## config.mk

```make
export PLATFORM = sky130hd
export DESIGN_NAME = pwm_guard_multi_flat
export DESIGN_NICKNAME = d
export VERILOG_FILES = /design/src/rtl/pwm_guard_multi_if.sv /design/src/rtl/pwm_guard_multi.sv /design/src/flat_wrapper.sv
export SDC_FILE = /design/constraint.sdc
export NUM_CORES = 1
export LEC_CHECK = 0
export CORE_AREA = 2 2 240 242
export DETAILED_ROUTE_END_ITERATION = 10
export DIE_AREA = 0 0 242 244
export PLACE_DENSITY_LB_ADDON = 0.3
export SYNTH_ARGS = -nofsm -noshare
export SYNTH_HDL_FRONTEND = slang
export SYNTH_SLANG_ARGS = --single-unit
```

## constraint.sdc

```tcl
create_clock -name clk_clk -period 3.07 [get_ports clk_clk]
set_input_delay 0.307 -clock clk_clk [delete_from_list [all_inputs] [get_ports clk_clk]]
set_output_delay 0.307 -clock clk_clk [all_outputs]
set_load 0.05 [all_outputs]
```

## src/rtl/pwm_guard_multi_if.sv

```systemverilog
`default_nettype none
// ============================================================================
// pwm_guard_multi_if : register/pin bundle between Nios PIO exports, the
// PWM guard and the actuator pins.  Rev 1.0
// ============================================================================
interface pwm_guard_multi_if #(
  parameter int NCH   = 4,
  parameter int CNT_W = 32
);
  logic [CNT_W-1:0]     period;
  logic [NCH*CNT_W-1:0] duty;
  logic [NCH-1:0]       src_sel;
  logic                 stop;
  logic [NCH-1:0]       pwm_in;
  logic [NCH-1:0]       pwm_out;
  logic [NCH*CNT_W-1:0] meas_high;
  logic [NCH-1:0]       meas_valid;
  logic [NCH-1:0]       lost;

  modport master (
    output period, duty, src_sel, stop, pwm_in,
    input  pwm_out, meas_high, meas_valid, lost
  );

  modport slave (
    input  period, duty, src_sel, stop, pwm_in,
    output pwm_out, meas_high, meas_valid, lost
  );
endinterface
`default_nettype wire

```

## src/rtl/pwm_guard_multi.sv

```systemverilog
`default_nettype none
// ============================================================================
// pwm_guard_multi : NCH-channel PWM on a shared period counter, with input
// pulse-width capture and loss-of-signal failsafe duty.  Rev 1.0
// ============================================================================
module pwm_guard_multi #(
  parameter int NCH           = 4,
  parameter int CNT_W         = 32,
  parameter int TIMEOUT       = 1000000,
  parameter int FAILSAFE_DUTY = 0
) (
  input  wire logic        clk_clk,
  input  wire logic        reset_reset_n,
  pwm_guard_multi_if.slave bus
);
  localparam int                IDLE_W     = $clog2(TIMEOUT + 1);
  localparam logic [IDLE_W-1:0] C_TIMEOUT  = IDLE_W'(TIMEOUT);
  localparam logic [IDLE_W-1:0] C_IDLE_SET = IDLE_W'(TIMEOUT - 1);
  localparam logic [CNT_W-1:0]  C_FAILSAFE = CNT_W'(FAILSAFE_DUTY);

  logic [CNT_W-1:0] cnt_q, cnt_d, period_sh_q;
  logic             stop_q;
  logic             short_per, wrap, load, run;

  // stop_q marks the release cycle: shadows reload there and outputs stay low
  always_comb begin
    short_per = (period_sh_q < CNT_W'(2));
    wrap      = !bus.stop && !short_per && (cnt_q == period_sh_q - CNT_W'(1));
    load      = short_per || (!bus.stop && (stop_q || wrap));
    run       = !bus.stop && !stop_q && !short_per;
    cnt_d     = (run && !wrap) ? cnt_q + CNT_W'(1) : '0;
  end

  always_ff @(posedge clk_clk or negedge reset_reset_n) begin
    if (!reset_reset_n) begin
      cnt_q       <= '0;
      period_sh_q <= '0;
      stop_q      <= 1'b0;
    end else begin
      cnt_q  <= cnt_d;
      stop_q <= bus.stop;
      if (load) period_sh_q <= bus.period;
    end
  end

  logic [NCH-1:0]       pwm_out_w, meas_valid_w, lost_w;
  logic [NCH*CNT_W-1:0] meas_high_w;

  for (genvar i = 0; i < NCH; i++) begin : g_ch
    logic [2:0]        sync_q;
    logic [CNT_W-1:0]  duty_sh_q, hcnt_q, meas_q, duty_eff;
    logic [IDLE_W-1:0] idle_q;
    logic              armed_q, valid_q, lost_q, out_q;
    logic              rise, fall;

    always_comb begin
      rise     = sync_q[1] & ~sync_q[2];
      fall     = ~sync_q[1] & sync_q[2];
      duty_eff = bus.duty[i*CNT_W +: CNT_W];
      if (bus.src_sel[i]) duty_eff = lost_q ? C_FAILSAFE : meas_q;
    end

    // sync_q[1:0] is the synchroniser, sync_q[2] the edge-detect history
    always_ff @(posedge clk_clk or negedge reset_reset_n) begin
      if (!reset_reset_n) begin
        sync_q    <= '0;
        duty_sh_q <= '0;
        hcnt_q    <= '0;
        meas_q    <= '0;
        idle_q    <= '0;
        armed_q   <= 1'b0;
        valid_q   <= 1'b0;
        lost_q    <= 1'b1;
        out_q     <= 1'b0;
      end else begin
        sync_q  <= {sync_q[1:0], bus.pwm_in[i]};
        out_q   <= run && (cnt_q < duty_sh_q);
        valid_q <= fall && armed_q;
        if (load) duty_sh_q <= duty_eff;

        if (rise)                           hcnt_q <= CNT_W'(1);
        else if (sync_q[1] && hcnt_q != '1) hcnt_q <= hcnt_q + CNT_W'(1);

        if (rise)              armed_q <= 1'b1;
        if (fall && armed_q)   meas_q  <= hcnt_q;

        if (rise)                     idle_q <= '0;
        else if (idle_q != C_TIMEOUT) idle_q <= idle_q + IDLE_W'(1);

        if (!rise && idle_q == C_IDLE_SET) lost_q <= 1'b1;
        else if (fall && armed_q)          lost_q <= 1'b0;
      end
    end

    assign pwm_out_w[i]                  = out_q;
    assign meas_valid_w[i]               = valid_q;
    assign lost_w[i]                     = lost_q;
    assign meas_high_w[i*CNT_W +: CNT_W] = meas_q;
  end

  assign bus.pwm_out    = pwm_out_w;
  assign bus.meas_valid = meas_valid_w;
  assign bus.lost       = lost_w;
  assign bus.meas_high  = meas_high_w;
endmodule
`default_nettype wire
```

## src/flat_wrapper.sv

```systemverilog
// flat-port wrapper written by rule: the top's interface ports become plain ports
module pwm_guard_multi_flat 
#(
  parameter int NCH           = 4,
  parameter int CNT_W         = 32,
  parameter int TIMEOUT       = 1000000,
  parameter int FAILSAFE_DUTY = 0
)
  (clk_clk, reset_reset_n, bus_period, bus_duty, bus_src_sel, bus_stop, bus_pwm_in, bus_pwm_out, bus_meas_high, bus_meas_valid, bus_lost);
  pwm_guard_multi_if #(.NCH(NCH), .CNT_W(CNT_W)) bus_i ();
  input  wire logic clk_clk;
  input  wire logic reset_reset_n;
  input wire logic [$bits(bus_i.period)-1:0] bus_period;
  input wire logic [$bits(bus_i.duty)-1:0] bus_duty;
  input wire logic [$bits(bus_i.src_sel)-1:0] bus_src_sel;
  input wire logic [$bits(bus_i.stop)-1:0] bus_stop;
  input wire logic [$bits(bus_i.pwm_in)-1:0] bus_pwm_in;
  output wire logic [$bits(bus_i.pwm_out)-1:0] bus_pwm_out;
  output wire logic [$bits(bus_i.meas_high)-1:0] bus_meas_high;
  output wire logic [$bits(bus_i.meas_valid)-1:0] bus_meas_valid;
  output wire logic [$bits(bus_i.lost)-1:0] bus_lost;
  assign bus_i.period = bus_period;
  assign bus_i.duty = bus_duty;
  assign bus_i.src_sel = bus_src_sel;
  assign bus_i.stop = bus_stop;
  assign bus_i.pwm_in = bus_pwm_in;
  assign bus_pwm_out = bus_i.pwm_out;
  assign bus_meas_high = bus_i.meas_high;
  assign bus_meas_valid = bus_i.meas_valid;
  assign bus_lost = bus_i.lost;
  pwm_guard_multi #(.NCH(NCH), .CNT_W(CNT_W), .TIMEOUT(TIMEOUT), .FAILSAFE_DUTY(FAILSAFE_DUTY)) u_core (.clk_clk(clk_clk), .reset_reset_n(reset_reset_n), .bus(bus_i));
endmodule
```

=== Word-level counts from Yosys, hierarchy flattened ===
Index checks and enable logic that the tools add are counted.

* Logic and storage cells: 160
* Register bits: 557
* Input port bits: 171
* Output and inout port bits: 140

* Multiplexer cells: 33
* $lt $le $gt $ge: 5
* Add/sub/neg operators: 10
* Bitwise logic cells: 16
* Reductions and logical operators: 44
* Equality and inequality tests: 13

{| class="wikitable"
|+ Operators by type and width
! kind !! count
|-
| 32-bit two-way mux || 17
|-
| 32-bit by 1-bit adder with 32-bit output, second input constant || 5
|-
| 20-bit two-way mux || 8
|-
| 32-bit < comparator || 4
|-
| 32-bit inequality test, second input constant || 4
|-
| 20-bit by 1-bit adder with 20-bit output, second input constant || 4
|-
| 20-bit == test, second input constant || 4
|-
| 20-bit inequality test, second input constant || 4
|-
| 32-bit == test || 1
|-
| 32-bit by 2-bit < comparator with 1-bit output, second input constant || 1
|-
| 32-bit by 1-bit subtractor with 32-bit output, second input constant || 1
|-
| 2-bit nonzero test || 12
|-
| 1-bit logical AND || 22
|-
| 1-bit bitwise AND || 8
|-
| 1-bit zero test || 8
|-
| 1-bit two-way mux || 8
|-
| 1-bit inverter || 8
|-
| 1-bit logical OR || 2
|}

=== Depth between registers and ports, before layout ===
Gate-level depths: netlist of the first run.

* Depth after elaboration: 7
* Depth in mapped cells: 14
* Gate-level depth less buffers: 10

=== Worst setup path after synthesis of the first run ===
OpenSTA, ideal clock, no wires.

* Kind: register to register
* Start: register u_core.period_sh_q[0]
* End: register u_core.period_sh_q[0]
* Library setup time: 0.125 ns
* Required time: 2.945 ns
* Arrival: 3.199 ns
* Clock period less this slack: 3.324 ns
* Path slack: -0.254 ns
* Cell stages (with the launch flop): 13
* Cells stage by stage: dfrtp_1 inv_1 ha_1 or3b_1 or4_1 a22o_1 a2111oi_2 o2111a_1 o2111ai_2 o21ai_1 buf_4 buf_4 mux2_2

* Cells in the longest elaborated chain, start to end: 7

{| class="wikitable"
|+ RTL lines
! what !! RTL line !! source
|-
| start, declared || pwm_guard_multi.sv:21 || <nowiki>logic [CNT_W-1:0] cnt_q, cnt_d, period_sh_q;</nowiki>
|-
| start signal, assigned || pwm_guard_multi.sv:42 || <nowiki>if (load) period_sh_q <= bus.period;</nowiki>
|-
| branches (longest 6 deep; another with 32-bit by 1-bit subtractor with 32-bit output) || n/a ||
|-
| 1-bit logical OR (*) || pwm_guard_multi.sv:29 || <nowiki>load = short_per || (!bus.stop && (stop_q || wrap));</nowiki>
|}

Mark *: on every way between the ends.
A chain may end at the register's enable or synchronous reset.

=== Worst setup path after layout of the first run ===
* Start: register u_core.period_sh_q[1]
* End: register u_core.g_ch[2].duty_sh_q[1]

* Cells in the longest elaborated chain, start to end: 7

{| class="wikitable"
|+ RTL lines
! what !! RTL line !! source
|-
| branches (longest 6 deep; another with 32-bit by 1-bit subtractor with 32-bit output) || n/a ||
|-
| 1-bit logical OR (*) || pwm_guard_multi.sv:29 ||
|-
| end signal, assigned || pwm_guard_multi.sv:79 || <nowiki>if (load) duty_sh_q <= duty_eff;</nowiki>
|-
| end, declared || pwm_guard_multi.sv:51 || <nowiki>logic [CNT_W-1:0] duty_sh_q, hcnt_q, meas_q, duty_eff;</nowiki>
|}

Marked as above.

==> impl_results.md, run 1 <==
- Clock-pin slew on the worst setup and hold paths: 0.07 ns
- Worst slew pin tran: 1.26 ns
- Final hold violations: 0
- Tmin final: around 3.4 ns
- Area grow syn2layout: 26.8%
- CTS root buffer: clkbuf_16
- Final setup margin: -0.375 ns
- Number of max-cap violations: 0
- CTS tree: yes
- Cell Rows: 87
- Logic pwr share: 16.2%
- Layout cells sized above 1: 11.0%
- Worst-path cell chain: inv_2 -> ha_4 -> or3b_4 -> or4_4 -> a22o_1 -> a2111oi_4 -> o2111a_1 -> o2111ai_2 -> o21ai_4 -> buf_6 -> buf_12 -> buf_12 -> buf_16 -> mux2i_2
- RSZ-0062 raised after global routing: yes
- Largest net degree at the start of global routing: 104
- CP arrival: 3.97 ns
- Power per cell area: 495 nW/um^2
- IO Count: 311
- H-tree depth: 2
- Synthesis-stage register bit count: 557
- Die width: roughly 240 um
- Sw power: roughly 0.005 W
- Share of power burned in registers: 44.7%
- Switching Fraction: between 20% and 30%
- Number of global-route vias before repair: 24000
- Tightest Hold Check Type: primary input to flop
- EDFF count, synth: 0
- Vias per inst: 5.58
- WL/cell: 19.9 um
- Kind of critical path: flop to flop
- Sequential fraction of the synthesis area: 47.8%
- Post-Route WL: 85100 um
- Part of the power in the clock network: 39.1%
- Final period utilization: 112%
- IO buf count: 310
- Die footprint: 59000 sq um
- WHS: around 0.13 ns
- Most frequent cells in the layout: 552 x dfrtp_1, 497 x nand2_1, 309 x clkdlybuf4s50_1, 247 x nor2_1, 168 x a21oi_1
- Fin util: 65.9%
- Worst path most repeated cell: buf_12
- DIE HEIGHT: 244 um
- Max stage delay on crit path: 0.42 ns
- Crit-path leading delay family: compound AO/OA/AOI/OAI gates
- Initial antenna violation count: 4
- Clock Tree Buf Depth: 3
- Max VDD drop: 412 uV
- Status: finished, violations left
- CP Max Fanout: 8
- Library cells used by synthesis: 74
- Slew HR: 15.7%
- Pint: 0.0133 W
- Synth async-reset ratio: 100%
- DRT Pass-1 Iters: 7
- 1st-iter DRT viols: 1493
- YS warnings: 0
- Req. time, crit path: 3.60 ns
- Post-route ant nets: 0
- Core area: between 50000 and 60000 sq um
- Vias: 23800
- Crit. End Element: flop
- Final nets: between 3000 and 4000
- Netlist Area Pre-Place: 29200 sq um
- GR Util All Layers: 28.2%
- Fillers: 4472
- Final TNS setup: -46.85 ns
- Post-DP HPWL: between 60000 and 70000 um
- Post-Route Skew: 0.0175 ns
- Pins Over Slew Limit: 0
- Post-synth top flop: dfrtp_1
- Placer Congestion: 0.933
- First-pass GRT wire length: 132000 um
- Clk_lat worst skew: 0.62 ns
- Setup violators final: 192
- CTS Buf Count: between 50 and 60
- Most common cell after layout, fill and taps aside: dfrtp_1
- Slowest CP cell: dfrtp_1
- Fmax: 0.290 GHz
- Avg Synthesized Cell Area: 9.57 sq um
- Initial core utilization: 51.9%
- Leak: 17.4 nW
- GRT overflow: 0
- Critical Path Source Type: flop
- Failing checks: negative setup slack
- DRC: 0
- Post-Synthesis Cells: 3049
- Clock Sinks: between 500 and 600
- CP bufs+invs: 5
- Synth Net Count: around 3400
worst register-to-register path, delay by kind of cell (launching register included):
kind | cells | cell delay (ns)
muxes | 1 | 0.22
adders and majority gates | 1 | 0.15
and+or+nand+nor | 2 | 0.81
buffers and inverters | 5 | 0.68
DFF | 1 | 0.42
AOI/OAI and AO/OA | 5 | 1.08
sequential cells by signal (all words and copies together), names as in the netlist:
register	count
u_core.g_ch.out_q	4
u_core.g_ch.meas_q	128
u_core.g_ch.lost_q	4
u_core.stop_q	1
u_core.g_ch.duty_sh_q	128
u_core.g_ch.hcnt_q	128
u_core.cnt_q	32
u_core.g_ch.armed_q	4
u_core.g_ch.idle_q	80
u_core.g_ch.sync_q	12
u_core.g_ch.valid_q	4
u_core.period_sh_q	32
worst paths after layout:
path / start / end / slack [ns] / cells after the start
setup / recovery: u_core.period_sh_q[1]$_DFFE_PN0P_ / u_core.g_ch[2].duty_sh_q[1]$_DFFE_PN0P_ / -0.38 / 14
hold / removal: bus_pwm_in[2] / u_core.g_ch[2].sync_q[0]$_DFF_PN0_ / 0.13 / 1
setup reg to reg: u_core.period_sh_q[1]$_DFFE_PN0P_ / u_core.g_ch[2].duty_sh_q[1]$_DFFE_PN0P_ / -0.38 / 14
hold reg to reg: u_core.g_ch[2].sync_q[0]$_DFF_PN0_ / u_core.g_ch[2].sync_q[1]$_DFF_PN0_ / 0.35 / 0
max in group asynchronous: reset_reset_n / u_core.g_ch[3].lost_q$_DFFE_PN1P_ / 1.82 / 3
min in group asynchronous: reset_reset_n / u_core.g_ch[0].sync_q[0]$_DFF_PN0_ / 0.23 / 2
timing repair:
| action | CTS | global route |
|---|---|---|
| pin swaps | 9 | 33 |
| endpoints found under the setup margin | 187 | 198 |
| hold buffers | 1 | 0 |
| cloned | 11 | 8 |
| setup buffers | 14 | 12 |
| endpoints found under the hold margin | 62 | 0 |
| gates resized for setup | 65 | 100 |
cell usage after synthesis, types with 8 or more instances:
library cell | instances | area (sq um)
xor2_1 | 167 | 1460
inv_1 | 169 | 634
ha_1 | 138 | 1730
buf_4 | 19 | 143
a21o_1 | 65 | 488
nand2_1 | 497 | 1870
nor3_1 | 31 | 155
mux2i_1 | 132 | 1320
mux2_2 | 30 | 338
or4_1 | 8 | 60.1
nor2_1 | 277 | 1040
nand4_1 | 82 | 513
nor2b_1 | 140 | 876
a211oi_1 | 10 | 75.1
nor4_1 | 26 | 163
clkbuf_1 | 87 | 327
a21oi_1 | 169 | 846
or3_1 | 19 | 119
nand3_1 | 97 | 485
and4_1 | 38 | 333
xnor2_1 | 71 | 622
and3_1 | 39 | 244
o21ai_0 | 46 | 230
buf_8 | 9 | 135
and2_1 | 12 | 75.1
dfrtp_1 | 553 | 13800
per-stage QoR:
stage          area [sq um]  setup WS [ns]  cells  total power (W)
3_3_place_gp          33800         -0.192   4129           0.0109
6_report              37000         -0.375   4271           0.0183
2_1_floorplan         29200        -0.0640   3049          0.00983
3_5_place_dp          33800         -0.314   4129           0.0110
4_1_cts               36400         -0.254   4257           0.0183
5_1_grt               37000         -0.461   4269           0.0191
power groups by stage:
stage,clock [W],sequential [W],combinational (W)
6_report,0.00716,0.00819,0.00298
5_1_grt,0.00758,0.00824,0.00325
4_1_cts,0.00730,0.00817,0.00288
3_5_place_dp,0,0.00829,0.00270
3_3_place_gp,0,0.00827,0.00261
2_1_floorplan,0,0.00840,0.00144
per-layer routing:
layer	vias up	GRT usage, %	wire length (um)	share of wire, %
met5	-	0	36	0.042
met4	6	9.55	2700	3.2
met3	158	4.40	4260	5.0
met2	657	48.8	42600	50
met1	11900	36.3	35600	42
li1	11100	-	-	-
cells by family (layout without fill, tap and decap cells):
family,Yosys count,count (layout),synth area share (%)
other cells,0,2,0
fa+ha+maj,138,138,5.92
compound gates,353,353,7.44
simple gates,1307,1307,21.5
buf+inv,293,757,4.46
xor+xnor,239,239,7.22
flops,557,557,47.8
mux,162,162,5.69
layout make-up:
type	instances	area (sq um)	share of cell area, %
diodes	2	5.00	0.0135
inverters	169	634	1.71
well taps	756	946	2.56
flip-flops and latches	557	13900	37.7
repair buffers	486	5080	13.7
multi-input cells	2199	14500	39.2
clock inverters	23	275	0.744
clock buffers	79	1630	4.41
Note: power is estimated with default switching activity, not from simulation.
==> run 2: changes to the inputs <==
--- a/config.mk
+++ b/config.mk
@@ -5,6 +5,7 @@
 export SDC_FILE = /design/constraint.sdc
 export NUM_CORES = 1
 export LEC_CHECK = 0
+export CAP_MARGIN = 20
 export CORE_AREA = 2 2 240 242
 export DETAILED_ROUTE_END_ITERATION = 10
 export DIE_AREA = 0 0 242 244
==> impl_results.md, run 2 (synthesis results as in run 1) <==
- Status: finished, violations left
- Failing checks: negative setup slack
- Power per cell area: 505 nW/um^2 (+1.9%)
- Tightest Hold Check Type: primary input to flop
- Req. time, crit path: 3.60 ns (about the same)
- Vias per inst: 5.54 (-0.68%)
- CTS tree: yes
- CP arrival: 3.92 ns (-0.05 ns)
- Total chip power: 0.0186 W (+1.7%)
- Post-Route WL: 85200 um (about the same)
- Final nets: 3775 (-0.11%)
- Post-DP HPWL: 60400 um (+0.20%)
- Critical Path Source Type: flop
- H-tree depth: 2 (unchanged)
- Initial core utilization: 51.9% (unchanged)
- Post-route ant nets: 0 (unchanged)
- IO Count: 311 (unchanged)
- Fin util: 65.7% (-0.14 points)
- Initial antenna violation count: 6 (+2)
- Final hold violations: 0 (unchanged)
- Clk_lat worst skew: 0.64 ns (+0.02 ns)
- Core area: 56200 sq um (unchanged)
- IO buf count: 310 (unchanged)
- 1st-iter DRT viols: 1653 (+11%)
- First-pass GRT wire length: 132000 um (-0.53%)
- Post-Route Skew: 0.0251 ns (+0.00759 ns)
- Final period utilization: 110% (-1.8 points)
- CTS root buffer: clkbuf_16
- Regs by FF count: u_core.g_ch.duty_sh_q: 128 flops, u_core.g_ch.hcnt_q: 128 flops, u_core.g_ch.meas_q: 128 flops
- CP Max Fanout: 6 (-2)
- WHS: 0.115 ns (-0.0168 ns)
- Pins Over Slew Limit: 0 (unchanged)
- Largest net degree at the start of global routing: 104 (unchanged)
- Number of global-route vias before repair: 23800 (-0.58%)
- Placer Congestion: 0.933 (unchanged)
- Most frequent cells in the layout: 552 x dfrtp_1, 497 x nand2_1, 309 x clkdlybuf4s50_1, 261 x nor2_1, 168 x a21oi_1
- Clock-pin slew on the worst setup and hold paths: 0.07 ns (about the same)
- Layout cells sized above 1: 10.6% (-0.44 points)
- Post-place setup slack: -0.330 ns (-0.0153 ns)
- Vias: 23700 (-0.55%)
- WL/cell: 19.9 um (about the same)
- GR Util All Layers: 28.1% (-0.12 points)
- Crit. End Element: flop
- Kind of critical path: flop to flop
- Worst slew pin tran: 1.07 ns (-0.193 ns)
- Leak: 17.4 nW (about the same)
- Most common cell after layout, fill and taps aside: dfrtp_1
- Die width: 242 um (unchanged)
- DIE HEIGHT: 244 um (unchanged)
- Clock Sinks: 557 (unchanged)
- Cell Rows: 87 (unchanged)
- CTS Buf Count: 59 (+3.5%)
- DRC: 0 (unchanged)
- Slew HR: 28.8% (+13 points)
- Final TNS setup: -42.93 ns (+3.92 ns)
- Number of max-cap violations: 0 (unchanged)
- Tmin final: 3.39 ns (-0.0567 ns)
- Fmax: 0.295 GHz (+1.7%)
- Die footprint: 59000 sq um (unchanged)
- RSZ-0062 raised after global routing: yes
- GRT overflow: 0 (unchanged)
- Clock Tree Buf Depth: 3 (unchanged)
- Setup violators final: 192 (unchanged)
- Final setup margin: -0.318 ns (+0.0567 ns)
- DRT Pass-1 Iters: 7 (unchanged)
- Area grow syn2layout: 26.5%
- Max VDD drop: 437 uV (+6.2%)
-- run 2: timing repair --
| action | in CTS | in global routing |
|---|---|---|
| gates resized for setup | 32 | 86 |
| endpoints found under the setup margin | 187 | 192 |
| setup buffers | 8 | 10 |
| endpoints found under the hold margin | 62 | 0 |
| cloned | 6 | 8 |
| hold buffers | 1 | 0 |
| pin swaps | 8 | 24 |
-- run 2: layout make-up --
| type | count | area (sq um) |
|---|---|---|
| fillers | 4457 | 19300 |
| flip-flops and latches | 557 | 13900 |
| inverters | 169 | 634 |
| clock inverters | 22 | 287 |
| diodes | 4 | 10.0 |
| clock buffers | 90 | 1770 |
| well taps | 756 | 946 |
| multi-input cells | 2199 | 14300 |
| repair buffers | 480 | 4990 |
-- run 2: through the flow --
| stage | area, sq um | instances |
|---|---|---|
| after floorplan | 29200 | 3049 |
| after global placement | 33800 | 4129 |
| after detailed placement | 33900 | 4130 |
| after CTS | 36300 | 4257 |
| after global routing | 36900 | 4276 |
| final | 36900 | 4277 |
-- run 2: worst max-delay path: stages, from the launching register on --
cell and delay, ns:
dfrtp_1 0.40, inv_2 0.09, ha_4 0.13, or3b_4 0.38, or4_4 0.42, a22o_1 0.28
a2111oi_4 0.20, o2111a_1 0.24, o2111ai_2 0.17, o21ai_4 0.20, buf_12 0.16, buf_16 0.16
buf_12 0.11, buf_16 0.12, mux2i_2 0.21
-- run 2: path summary, 6_finish.rpt --
check                                                    from                                      end  slack (ns)  cells after the start
setup / recovery            u_core.period_sh_q[1]$_DFFE_PN0P_  u_core.g_ch[1].duty_sh_q[8]$_DFFE_PN0P_       -0.32                     14
hold / removal                                  bus_pwm_in[0]       u_core.g_ch[0].sync_q[0]$_DFF_PN0_        0.11                      1
setup reg to reg            u_core.period_sh_q[1]$_DFFE_PN0P_  u_core.g_ch[1].duty_sh_q[8]$_DFFE_PN0P_       -0.32                     14
hold reg to reg            u_core.g_ch[2].sync_q[0]$_DFF_PN0_       u_core.g_ch[2].sync_q[1]$_DFF_PN0_        0.35                      0
max in group asynchronous                       reset_reset_n        u_core.g_ch[3].lost_q$_DFFE_PN1P_        1.84                      3
min in group asynchronous                       reset_reset_n       u_core.g_ch[0].sync_q[0]$_DFF_PN0_        0.20                      2
-- run 2: per-layer routing --
metal	GRT usage (%)	wire length (um)	part of all wire [%]
met1	36.5	36000	42
met2	47.9	41600	49
met4	9.80	3100	3.6
met3	4.53	4440	5.2
met5	0	42	0.049
-- run 2: power by group --
group	switching [W]	internal, W	leakage (nW)
clock	0.00304	0.00448	1.01
sequential	0.000359	0.00782	7.43
combinational	0.00166	0.00128	8.99
==> run 3: changes to the inputs <==
--- a/config.mk
+++ b/config.mk
@@ -10,6 +10,7 @@
 export DETAILED_ROUTE_END_ITERATION = 10
 export DIE_AREA = 0 0 242 244
 export PLACE_DENSITY_LB_ADDON = 0.3
+export RECOVER_POWER = 50
 export SYNTH_ARGS = -nofsm -noshare
 export SYNTH_HDL_FRONTEND = slang
 export SYNTH_SLANG_ARGS = --single-unit
==> impl_results.md, run 3 (synthesis results as in run 1) <==
- Critical Path Source Type: flop
- First-pass GRT wire length: 132000 um (unchanged)
- Clock Sinks: 557 (unchanged)
- CP Max Fanout: 6 (unchanged)
- Most common cell after layout, fill and taps aside: dfrtp_1
- Status: finished, violations left
- IO Count: 311 (unchanged)
- Most frequent cells in the layout: 552 x dfrtp_1, 497 x nand2_1, 304 x clkdlybuf4s50_1, 261 x nor2_1, 168 x a21oi_1
- Pins Over Slew Limit: 144 (+144)
- Final period utilization: 110% (-0.17 points)
- CP arrival: 3.92 ns (about the same)
- Req. time, crit path: 3.60 ns (about the same)
- Post-DP HPWL: 60400 um (unchanged)
- 1st-iter DRT viols: 1529 (-7.5%)
- Register area: 13900 sq um (unchanged)
- Max stage delay on crit path: 0.42 ns (about the same)
- Final nets: 3775 (unchanged)
- Initial antenna violation count: 6 (unchanged)
- WL met1: 36100 um (+0.52%)
- GR Util All Layers: 28.1% (unchanged)
- Area grow syn2layout: 26.2%
- Switching Fraction: 27.2% (about the same)
- Fillers: 4475 (+0.40%)
- Layout cells sized above 1: 10.4% (-0.17 points)
- CTS root buffer: clkbuf_16
- Post-place setup slack: -0.330 ns (unchanged)
- Initial core utilization: 51.9% (unchanged)
- Fin area: 36800 sq um (-0.29%)
- Uppermost layer routed: met5
- Final setup margin: -0.313 ns (+0.00528 ns)
- Pint: 0.0136 W (-0.13%)
- Part of the power in the clock network: 40.4% (about the same)
- Post-Route Skew: 0.0262 ns (+0.00103 ns)
- Failing checks: max-capacitance violations, max-slew violations, negative setup slack
- Vias: 23700 (-0.030%)
- Power per cell area: 506 nW/um^2 (+0.20%)
- Setup violators final: 192 (unchanged)
- Slew HR: -34.2% (-63 points)
- Max VDD drop: 438 uV (+0.24%)
- Logic pwr share: 15.6% (about the same)
- Placer Congestion: 0.933 (unchanged)
- CTS Buf Count: 59 (unchanged)
- Met3 Routed Length: 4320 um (-2.7%)
- Kind of critical path: flop to flop
- Worst slew pin tran: 2.01 ns (+0.946 ns)
- Share of power burned in registers: 43.9% (about the same)
- CP bufs+invs: 5 (unchanged)
- Crit. End Element: flop
- Crit-path leading delay family: compound AO/OA/AOI/OAI gates
- GRT overflow: 0 (unchanged)
- WL/cell: 19.9 um (about the same)
- Metal2 WL: 41500 um (-0.31%)
- Fmax: 0.296 GHz (+0.16%)
- Number of global-route vias before repair: 23800 (unchanged)
- Leak: 17.4 nW (-0.28%)
- Fin cells: 4277 (unchanged)
- Largest net degree at the start of global routing: 104 (unchanged)
- Core area: 56200 sq um (unchanged)
- Final hold violations: 0 (unchanged)
- Regs by FF count: u_core.g_ch.duty_sh_q: 128 flops, u_core.g_ch.hcnt_q: 128 flops, u_core.g_ch.meas_q: 128 flops
- H-tree depth: 2 (unchanged)
- Post-route ant nets: 0 (unchanged)
- Cell Rows: 87 (unchanged)
- RSZ-0062 raised after global routing: yes
- DIE HEIGHT: 244 um (unchanged)
- Final TNS setup: -41.58 ns (+1.35 ns)
- Vias per inst: 5.54 (about the same)
- Multi-input logic area: 14300 sq um (about the same)
- Clk_lat worst skew: 0.64 ns (about the same)
- DRC: 0 (unchanged)
- Cells after DPL: 4130 (unchanged)
- IO buf count: 310 (unchanged)
- CTS tree: yes
- Slowest CP cell: dfrtp_2
- Clock-pin slew on the worst setup and hold paths: 0.07 ns (about the same)
- Clock Tree Buf Depth: 3 (unchanged)
- Die width: 242 um (unchanged)
- Total chip power: 0.0186 W (about the same)
- DRT Pass-1 Iters: 7 (unchanged)
- Worst-path cell chain: inv_2 -> ha_4 -> or3b_4 -> or4_4 -> a22o_1 -> a2111oi_4 -> o2111a_1 -> o2111ai_2 -> o21ai_4 -> buf_12 -> buf_16 -> buf_4 -> buf_8 -> mux2i_1
- Tightest Hold Check Type: primary input to flop
- Die footprint: 59000 sq um (unchanged)
- Number of max-cap violations: 3 (+3)
- Post-Route WL: 85200 um (about the same)
- Tmin final: 3.38 ns (-0.00528 ns)
- Sw power: 0.00506 W (about the same)
- Dpl cell area: 33900 sq um (unchanged)
[run 3: worst register-to-register path, stage by stage, from the launching register on]
cell and delay, ns:
dfrtp_2 0.42, inv_2 0.07, ha_4 0.12, or3b_4 0.39, or4_4 0.42, a22o_1 0.28
a2111oi_4 0.20, o2111a_1 0.24, o2111ai_2 0.16, o21ai_4 0.20, buf_12 0.16, buf_16 0.16
buf_4 0.13, buf_8 0.11, mux2i_1 0.21
[run 3: path summary, 6_finish.rpt]
path,depth (start not counted),to,slack (ns),start
setup / recovery,14,u_core.g_ch[2].duty_sh_q[8]$_DFFE_PN0P_,-0.31,u_core.period_sh_q[0]$_DFFE_PN0P_
hold / removal,1,u_core.g_ch[0].sync_q[0]$_DFF_PN0_,0.23,bus_pwm_in[0]
setup reg to reg,14,u_core.g_ch[2].duty_sh_q[8]$_DFFE_PN0P_,-0.31,u_core.period_sh_q[0]$_DFFE_PN0P_
hold reg to reg,0,u_core.g_ch[2].sync_q[1]$_DFF_PN0_,0.35,u_core.g_ch[2].sync_q[0]$_DFF_PN0_
max in group asynchronous,3,u_core.g_ch[2].idle_q[13]$_DFFE_PN0P_,0.21,reset_reset_n
min in group asynchronous,2,u_core.g_ch[0].sync_q[0]$_DFF_PN0_,0.75,reset_reset_n
[run 3: metal layers]
layer,global-route usage (%),vias up
met5,0,-
met4,9.80,6
met3,4.53,183
met2,47.9,671
met1,36.5,11700
li1,-,11100
[run 3: cell type report]
class | count | share of cell area, %
well taps | 756 | 2.57
flip-flops and latches | 557 | 37.9
inverters | 169 | 1.72
repair buffers | 480 | 13.3
clock buffers | 90 | 4.82
clock inverters | 22 | 0.778
diodes | 4 | 0.0272
multi-input cells | 2199 | 38.9
[run 3: per-stage QoR]
step                hold slack, ns  util (%)
floorplan                   0.0114         -
global placement             0.322      60.2
detailed placement           0.333      60.3
CTS                         0.0910      64.7
global route                 0.205      65.5
finish                       0.227      65.5
[run 3: power by group through the flow]
stage | Sequential [W] | Combinational [W] | Clock, W
floorplan | 0.00840 | 0.00144 | 0
global placement | 0.00827 | 0.00261 | 0
detailed placement | 0.00829 | 0.00271 | 0
CTS | 0.00817 | 0.00282 | 0.00763
global route | 0.00824 | 0.00319 | 0.00796
finish | 0.00819 | 0.00291 | 0.00753
[run 3: what timing repair did]
item                                   CTS  global route
gates resized for setup                 32            86
pin swaps                                8            24
hold buffers                             1             0
gates cloned                             6             8
endpoints found under the hold margin   62             0
buffers inserted                         8            10
setup endpoints to repair              187           192
